--- config.mk ---
export PLATFORM = sky130hd
export DESIGN_NAME = correlator_readout_scheduler
export DESIGN_NICKNAME = d
export VERILOG_FILES = /design/src/rtl/correlator_pkg.sv /design/src/rtl/readout_byte_serializer.sv /design/src/rtl/correlator_readout_scheduler.sv
export SDC_FILE = /design/constraint.sdc
export NUM_CORES = 1
export LEC_CHECK = 0
export ABC_CLOCK_PERIOD_IN_PS = 2500
export CAP_MARGIN = 20
export CORE_ASPECT_RATIO = 1.25
export CORE_MARGIN = 5
export CORE_UTILIZATION = 48
export DETAILED_ROUTE_END_ITERATION = 7
export PLACE_DENSITY = 0.73
export SLEW_MARGIN = 0
export SYNTH_ARGS = -nofsm -noshare
export SYNTH_HDL_FRONTEND = slang
export SYNTH_SLANG_ARGS = --single-unit
--- constraint.sdc ---
create_clock -name clk_i -period 2.5 [get_ports clk_i]
set_input_delay 0.75 -clock clk_i [delete_from_list [all_inputs] [get_ports clk_i]]
set_output_delay 0.75 -clock clk_i [all_outputs]
set_load 0.1 [all_outputs]
--- src/rtl/correlator_pkg.sv ---
// Shared types and sizing helpers for the correlator counter bank and its readout.
// Latency: n/a (package).
// Backpressure: n/a (package).
package correlator_pkg;

  // Default frame start marker.
  localparam logic [7:0] SYNC_BYTE_DEF = 8'hA5;

  // Width of the serializer byte counter; covers up to 4 bytes per word (RESOLUTION <= 32).
  localparam int CNT_W = 3;

  typedef enum logic [2:0] {
    ST_IDLE,
    ST_SNAP,
    ST_HDR,
    ST_FETCH,
    ST_WAIT,
    ST_SEND,
    ST_SUM
  } state_e;

  function automatic int num_correlators(input int n);
    return n * (n - 1) / 2;
  endfunction

  function automatic int num_words(input int n);
    return n + num_correlators(n);
  endfunction

  function automatic int word_bytes(input int res);
    return (res + 7) / 8;
  endfunction

  // Shadow-bank address of the pair counter for inputs i<j; pairs follow the per-input counts.
  function automatic int pair_index(input int n, input int i, input int j);
    return n + i * (2 * n - i - 1) / 2 + (j - i - 1);
  endfunction

endpackage

--- src/rtl/readout_byte_serializer.sv ---
// Holds one loaded item (1..WORD_BYTES bytes) and shifts it out MSB first, XOR-accumulating a checksum.
// Latency: first byte valid the cycle after load_i; one byte per accepted handshake.
// Backpressure: tx_data_o/tx_valid_o held until tx_ready_i; done_o pulses on acceptance of the last byte.
module readout_byte_serializer
  import correlator_pkg::*;
#(
  parameter int WORD_BYTES = 2,
  localparam int WB = WORD_BYTES * 8
) (
  input  logic             clk_i,
  input  logic             rst_ni,
  input  logic             load_i,
  input  logic [WB-1:0]    load_dat_i,
  input  logic [CNT_W-1:0] load_len_i,
  input  logic             load_sum_i,
  input  logic             sum_en_i,
  input  logic             clr_sum_i,
  output logic [7:0]       tx_data_o,
  output logic             tx_valid_o,
  input  logic             tx_ready_i,
  output logic             done_o
);

  logic [WB-1:0]    word_q;
  logic [CNT_W-1:0] cnt_q;
  logic             valid_q;
  logic             sum_en_q;
  logic [7:0]       csum_q;
  logic [7:0]       csum_acc;
  logic [7:0]       csum_d;
  logic [WB-1:0]    load_word;
  logic             accept;

  assign tx_data_o  = word_q[WB-1 -: 8];
  assign tx_valid_o = valid_q;
  assign accept     = valid_q & tx_ready_i;
  assign done_o     = accept & (cnt_q == CNT_W'(1));

  // Checksum folds in the byte leaving this cycle, so a checksum load sees the final payload byte.
  always_comb begin
    csum_acc = csum_q;
    if (accept && sum_en_q) begin
      csum_acc = csum_q ^ tx_data_o;
    end
    csum_d    = clr_sum_i ? 8'h00 : csum_acc;
    load_word = load_sum_i ? (WB'(csum_acc) << (WB - 8)) : load_dat_i;
  end

  // Load takes priority over shifting; the controller only loads when empty or on the last accept.
  always_ff @(posedge clk_i or negedge rst_ni) begin
    if (!rst_ni) begin
      word_q   <= '0;
      cnt_q    <= '0;
      valid_q  <= 1'b0;
      sum_en_q <= 1'b0;
      csum_q   <= 8'h00;
    end else begin
      if (load_i) begin
        word_q   <= load_word;
        cnt_q    <= load_len_i;
        valid_q  <= 1'b1;
        sum_en_q <= sum_en_i;
      end else if (accept) begin
        word_q <= word_q << 8;
        cnt_q  <= cnt_q - CNT_W'(1);
        if (cnt_q == CNT_W'(1)) begin
          valid_q <= 1'b0;
        end
      end
      csum_q <= csum_d;
    end
  end

endmodule

--- src/rtl/correlator_readout_scheduler.sv ---
// Per integration tick: snapshot counters, then stream sync, sequence, every counter word and an XOR checksum.
// Latency: tick -> snapshot next cycle -> first tx_valid the cycle after (2 cycles).
// Backpressure: bytes wait indefinitely on tx_ready_i; ticks arriving while busy are dropped and counted.
module correlator_readout_scheduler
  import correlator_pkg::*;
#(
  parameter int         NUM_INPUTS = 12,
  parameter int         RESOLUTION = 16,
  parameter logic [7:0] SYNC_BYTE  = SYNC_BYTE_DEF,
  localparam int        NUM_WORDS  = num_words(NUM_INPUTS),
  localparam int        WORD_BYTES = word_bytes(RESOLUTION),
  localparam int        AW         = $clog2(NUM_WORDS)
) (
  input  logic                  clk_i,
  input  logic                  rst_ni,
  input  logic                  tick_i,
  output logic                  snapshot_o,
  output logic [AW-1:0]         rd_addr_o,
  output logic                  rd_en_o,
  input  logic [RESOLUTION-1:0] rd_data_i,
  output logic [7:0]            tx_data_o,
  output logic                  tx_valid_o,
  input  logic                  tx_ready_i,
  output logic                  busy_o,
  output logic [7:0]            overruns_o
);

  localparam int            WB        = WORD_BYTES * 8;
  localparam logic [AW-1:0] LAST_ADDR = AW'(NUM_WORDS - 1);

  state_e           state_q, state_d;
  logic [AW-1:0]    rd_addr_q;
  logic             hdr_q;      // 0: sync byte in flight, 1: sequence byte in flight
  logic [7:0]       seq_q;
  logic [7:0]       ovr_q;

  logic             ser_load;
  logic [WB-1:0]    ser_dat;
  logic [CNT_W-1:0] ser_len;
  logic             ser_sum;
  logic             ser_sum_en;
  logic             ser_clr;
  logic             ser_done;
  logic             last_word;

  assign last_word  = (rd_addr_q == LAST_ADDR);
  assign rd_addr_o  = rd_addr_q;
  assign overruns_o = ovr_q;

  // State register; reset aborts any frame in progress.
  always_ff @(posedge clk_i or negedge rst_ni) begin
    if (!rst_ni) begin
      state_q <= ST_IDLE;
    end else begin
      state_q <= state_d;
    end
  end

  // Frame sequencing: header, then fetch/wait/send per word, then checksum.
  always_comb begin
    state_d = state_q;
    unique case (state_q)
      ST_IDLE:  if (tick_i) state_d = ST_SNAP;
      ST_SNAP:  state_d = ST_HDR;
      ST_HDR:   if (ser_done && hdr_q) state_d = ST_FETCH;
      ST_FETCH: state_d = ST_WAIT;
      ST_WAIT:  state_d = ST_SEND;
      ST_SEND:  if (ser_done) state_d = last_word ? ST_SUM : ST_FETCH;
      ST_SUM:   if (ser_done) state_d = ST_IDLE;
      default:  state_d = ST_IDLE;
    endcase
  end

  // Strobes and serializer loads decoded from the current state.
  always_comb begin
    snapshot_o = (state_q == ST_SNAP);
    busy_o     = (state_q != ST_IDLE);
    rd_en_o    = (state_q == ST_FETCH);
    ser_load   = 1'b0;
    ser_dat    = '0;
    ser_len    = CNT_W'(1);
    ser_sum    = 1'b0;
    ser_sum_en = 1'b0;
    ser_clr    = 1'b0;
    unique case (state_q)
      ST_SNAP: begin
        // Sync byte is excluded from the checksum, which restarts here.
        ser_load = 1'b1;
        ser_dat  = WB'(SYNC_BYTE) << (WB - 8);
        ser_clr  = 1'b1;
      end
      ST_HDR: begin
        if (ser_done && !hdr_q) begin
          ser_load   = 1'b1;
          ser_dat    = WB'(seq_q) << (WB - 8);
          ser_sum_en = 1'b1;
        end
      end
      ST_WAIT: begin
        // rd_data_i is valid exactly one cycle after rd_en_o, i.e. now.
        ser_load   = 1'b1;
        ser_dat    = WB'(rd_data_i);
        ser_len    = CNT_W'(WORD_BYTES);
        ser_sum_en = 1'b1;
      end
      ST_SEND: begin
        if (ser_done && last_word) begin
          ser_load = 1'b1;
          ser_sum  = 1'b1;
        end
      end
      default: ;
    endcase
  end

  // Address walk, header phase, frame sequence number and saturating overrun count.
  always_ff @(posedge clk_i or negedge rst_ni) begin
    if (!rst_ni) begin
      rd_addr_q <= '0;
      hdr_q     <= 1'b0;
      seq_q     <= 8'h00;
      ovr_q     <= 8'h00;
    end else begin
      if (state_q == ST_SNAP) begin
        rd_addr_q <= '0;
        hdr_q     <= 1'b0;
      end
      if (state_q == ST_HDR && ser_done && !hdr_q) begin
        hdr_q <= 1'b1;
        seq_q <= seq_q + 8'd1;
      end
      if (state_q == ST_SEND && ser_done && !last_word) begin
        rd_addr_q <= rd_addr_q + AW'(1);
      end
      if (tick_i && state_q != ST_IDLE && ovr_q != 8'hFF) begin
        ovr_q <= ovr_q + 8'd1;
      end
    end
  end

  readout_byte_serializer #(
    .WORD_BYTES(WORD_BYTES)
  ) u_ser (
    .clk_i      (clk_i),
    .rst_ni     (rst_ni),
    .load_i     (ser_load),
    .load_dat_i (ser_dat),
    .load_len_i (ser_len),
    .load_sum_i (ser_sum),
    .sum_en_i   (ser_sum_en),
    .clr_sum_i  (ser_clr),
    .tx_data_o  (tx_data_o),
    .tx_valid_o (tx_valid_o),
    .tx_ready_i (tx_ready_i),
    .done_o     (ser_done)
  );

endmodule

==> results <==
- Among all stages on the critical path, the largest delay is contributed by dfrtp_1.
- In this run the vertical extent of the chip is 96.7 µm.
- The root buffer cell is clkbuf_8.
- The area taken by multi-input logic gates is 0.00134 mm².
- The maximum fanout encountered on the critical timing path is 10.
- The count of cells along the worst hold path is 1.
- The total number of vias is 2147.
- The standby leakage power is 1.62 nW.
- The critical path in this run is classified as flip-flop to output port.
- The share of flip-flops with an asynchronous set or reset after synthesis is 100%.
- The final standard cell area without fillers is 0.00350 mm².
- The largest net degree at the start of global routing is 57.
- Counting cells, the worst reg-to-reg path comes to 7.
- In the synthesized netlist the dominant register cell turns out to be dfrtp_1.
- After the first detailed-routing iteration, the DRC count stood at 171.
- Across the routed clock network, the largest skew measured is 0.00696 ns.
- At the pin with the least slew margin, the transition time is 0.723 ns.
- Grouping stages by cell kind, the critical path spends the most delay in flip-flops.
- The area added between synthesis and finish is 21.1%.
- The number of input and output port buffers inserted is 46.
- The horizontal extent of the die is 79.4 µm.
- The final-report hold violation count came to 0.
- The smallest clock period supported by the final layout is computed as 2.30 ns.
- The fraction of final layout cells with drive strength greater than 1 is 21.6%.
- Counting along the longest clock path gives a buffer depth of 2.
- The kind of end point of the critical path is an output port.
- At the later pin of the worst-skew pair, clock insertion delay measures 0.31 ns.
- The path class of the tightest hold or removal check is flip-flop to flip-flop.
- The area enclosed by the die boundary is 0.00768 mm².
- Dividing the detail-routed via count by the number of cells gives 5.51.
- The overall track demand over capacity in global routing is 17.2%.
- Of the available clock period, the critical path in the final layout requires 91.8%.
- The remaining antenna violation count is 0.
- The number of sinks on the clock net is 56.
- The net count of the finished layout is 350.
- The relative max-transition margin is 51.8%.
- The highest attainable clock frequency is 436 MHz.
- The congestion estimate from routability-driven global placement came to 0.812.
- The initial antenna violation count is 0.
- The count of buffer and inverter cells on the critical path is 2.
- In the final layout, flip-flops and latches occupy 0.00140 mm².
- In this run the count of I/O pins placed on the die edge is 47.
- After synthesis, flip-flops and latches occupy 48.5% of the total area.
- The critical path runs through a total of 4 cells.
- The max-slew violation count is 0.
- Setup repair after global routing left no endpoint under its margin.
- The clock slew seen by the registers of the worst setup and hold paths is 0.09 ns.
- The number of buffers inserted to repair setup after CTS is 0.
- The number of levels in the clock H-tree is 2.
- The count of unique library cells instantiated by Yosys is 48.
- Dividing the detail-routed wire length by the instance count gives 16.5 µm.
- The number of instances in the synthesized netlist is 274.
- The global-route wire length before repair is 10600 µm.
- Fill cells in the final layout number 497.
- The number of clock buffers added by TritonCTS is 5.
- Traced cell by cell, the critical path runs through nand2b_1 -> nor2_2 -> buf_4 -> buf_12.
- The arrival time at the worst endpoint is 1.55 ns.
- The worst-case hold slack is 0.479 ns.
- The initial utilization of the core area, before any placement, comes to 49.7%.
- The core region area is 0.00582 mm².
- The synthesized netlist net count is 300.
- The post-place instance area is 0.00342 mm².
- The run finished with clean final reports.
- The number of warnings printed during yosys synthesis is 0.
- Dividing total power by cell area gives a power density of 612 mW/mm².
- IR analysis of the VDD net gives a maximum drop of 0.000643 V.
- For this run, design rule violations remaining after detail routing come to 0.
- 0 antenna diodes ended up in the layout.
- The number of global-route vias before repair is 2119.
- The number of enable-type register cells in the synthesized netlist is 0.
- The total of max-cap violations is 0.
- The HPWL after detailed placement is 4640 µm.
- The number of synthesized register bits is 56.
- The total iterations of the first detailed-routing run is 4.
- The total wire length after detailed routing is 6430 µm.
- The data required time of the worst path is 1.75 ns.
- Global routing finished with a remaining overflow of 0.
- The kind of start point of the critical path is a flip-flop.
- Setup violations remaining at the end of the flow were counted as 0.
- TritonCTS built the clock tree.
- The pre-CTS setup slack is -0.0791 ns.
- Once routing completed, OpenROAD measured the worst setup slack at 0.204 ns.
- The largest single stage delay on the critical path is 0.49 ns.
- After synthesis the cells add up to 0.00289 mm².
- In this run the core area contains 31 standard-cell rows.
- The average instance area after synthesis is 10.5 µm².
-- cell families after synthesis --
group	count (synthesis)	share of synthesized area (%)
flip-flops	56	48.5
multiplexers	10	3.55
adder cells (fa/ha/maj)	6	2.60
buffers and inverters	24	5.20
XOR/XNOR	25	7.58
AND/OR/NAND/NOR	100	19.3
AO/OA/AOI/OAI	53	13.3
-- sequential cells by signal, summed over array words and instances, names as in the netlist --
register,count
u_ser.sum_en_q,1
state_q,3
u_ser.tx_valid_o,1
rd_addr_o,7
hdr_q,1
u_ser.cnt_q,3
seq_q,8
overruns_o,8
u_ser.csum_q,8
u_ser.word_q,16
-- synthesized netlist by cell type (3+ instances only) --
master    count  area (µm²)
a211oi_1      3        22.5
a21oi_1       9        45.0
a222oi_1      4        40.0
a22o_1        8        70.1
and3_1        7        43.8
buf_2         6        30.0
buf_4        10        75.1
dfrtp_1      56        1400
ha_1          6        75.1
inv_1         4        15.0
mux2i_1       8        80.1
nand2_1      39         146
nand3_1       6        30.0
nand4_1       5        31.3
nor2_1       12        45.0
nor2b_1       6        37.5
nor3_1        4        20.0
o211ai_1      4        30.0
o21ai_0      16        80.1
xnor2_1      15         131
xor2_1       10        87.6
-- layout make-up --
class                           instances  area share, %
Clock buffer                            5           1.97
Multi-Input combinational cell        194           38.3
Clock inverter                          2          0.358
Tap cell                               66           2.36
Sequential cell                        56           40.1
Timing Repair Buffer                   63           16.5
Inverter                                4          0.429
-- placed cells by master (no fill, tap or decap), drive strengths merged, types with 4 or more instances in the layout --
| master | netlist | layout |
|---|---|---|
| buf | 18 | 45 |
| o21ai | 16 | 16 |
| dfrtp | 56 | 56 |
| xor2 | 10 | 10 |
| clkbuf | 2 | 5 |
| a21oi | 9 | 9 |
| nand3 | 8 | 8 |
| clkdlybuf4s50 | 0 | 18 |
| mux2i | 8 | 8 |
| o211ai | 4 | 4 |
| xnor2 | 15 | 15 |
| nand4 | 6 | 6 |
| and3 | 7 | 7 |
| ha | 6 | 6 |
| a222oi | 4 | 4 |
| nand2 | 39 | 39 |
| nor2 | 13 | 13 |
| inv | 4 | 4 |
| a22o | 8 | 8 |
| nor2b | 6 | 6 |
| nor3 | 5 | 5 |
-- final timing paths --
path / start / endpoint / slack, ns
worst min register to register: seq_q[7]$_DFFE_PN0P_ / seq_q[7]$_DFFE_PN0P_ / 0.48
max in group asynchronous: rst_ni / state_q[0]$_DFFE_PN0P_ / 1.41
worst max register to register: rd_addr_o[1]$_DFFE_PN0P_ / u_ser.word_q[14]$_DFFE_PN0P_ / 0.48
worst min-delay path: seq_q[7]$_DFFE_PN0P_ / seq_q[7]$_DFFE_PN0P_ / 0.48
min in group asynchronous: rst_ni / rd_addr_o[0]$_DFFE_PN0P_ / 0.56
worst max-delay path: state_q[2]$_DFFE_PN0P_ / snapshot_o / 0.20
-- power by group --
group / total (W) / switching (W) / internal [W]
combinational: 0.000623 / 0.000476 / 0.000147
sequential: 0.00103 / 0.0000731 / 0.000959
clock: 0.000485 / 0.000294 / 0.000191
-- what timing repair did --
item,in CTS,in global routing
hold buffers,0,0
resized for setup,0,1
setup endpoints to repair,0,1
-- metrics by stage --
stage	instances	utilization (%)	setup TNS, ns	power (W)
6_report	390	60.2	0	0.00214
3_3_place_gp	383	58.7	-0.0846	0.00167
5_1_grt	390	60.2	0	0.00223
3_5_place_dp	383	58.7	-0.318	0.00168
4_1_cts	390	60.1	0	0.00216
2_1_floorplan	274	-	0	0.00151
-- per-layer routing --
metal	routed length [µm]	vias to the layer above	global-route usage, %
met5	0	-	0
met3	181	7	3.53
met1	2860	1050	22.5
met4	80	0	4.76
met2	3310	29	28.6
li1	-	1061	-
Note: power is estimated with default switching activity, not from simulation.
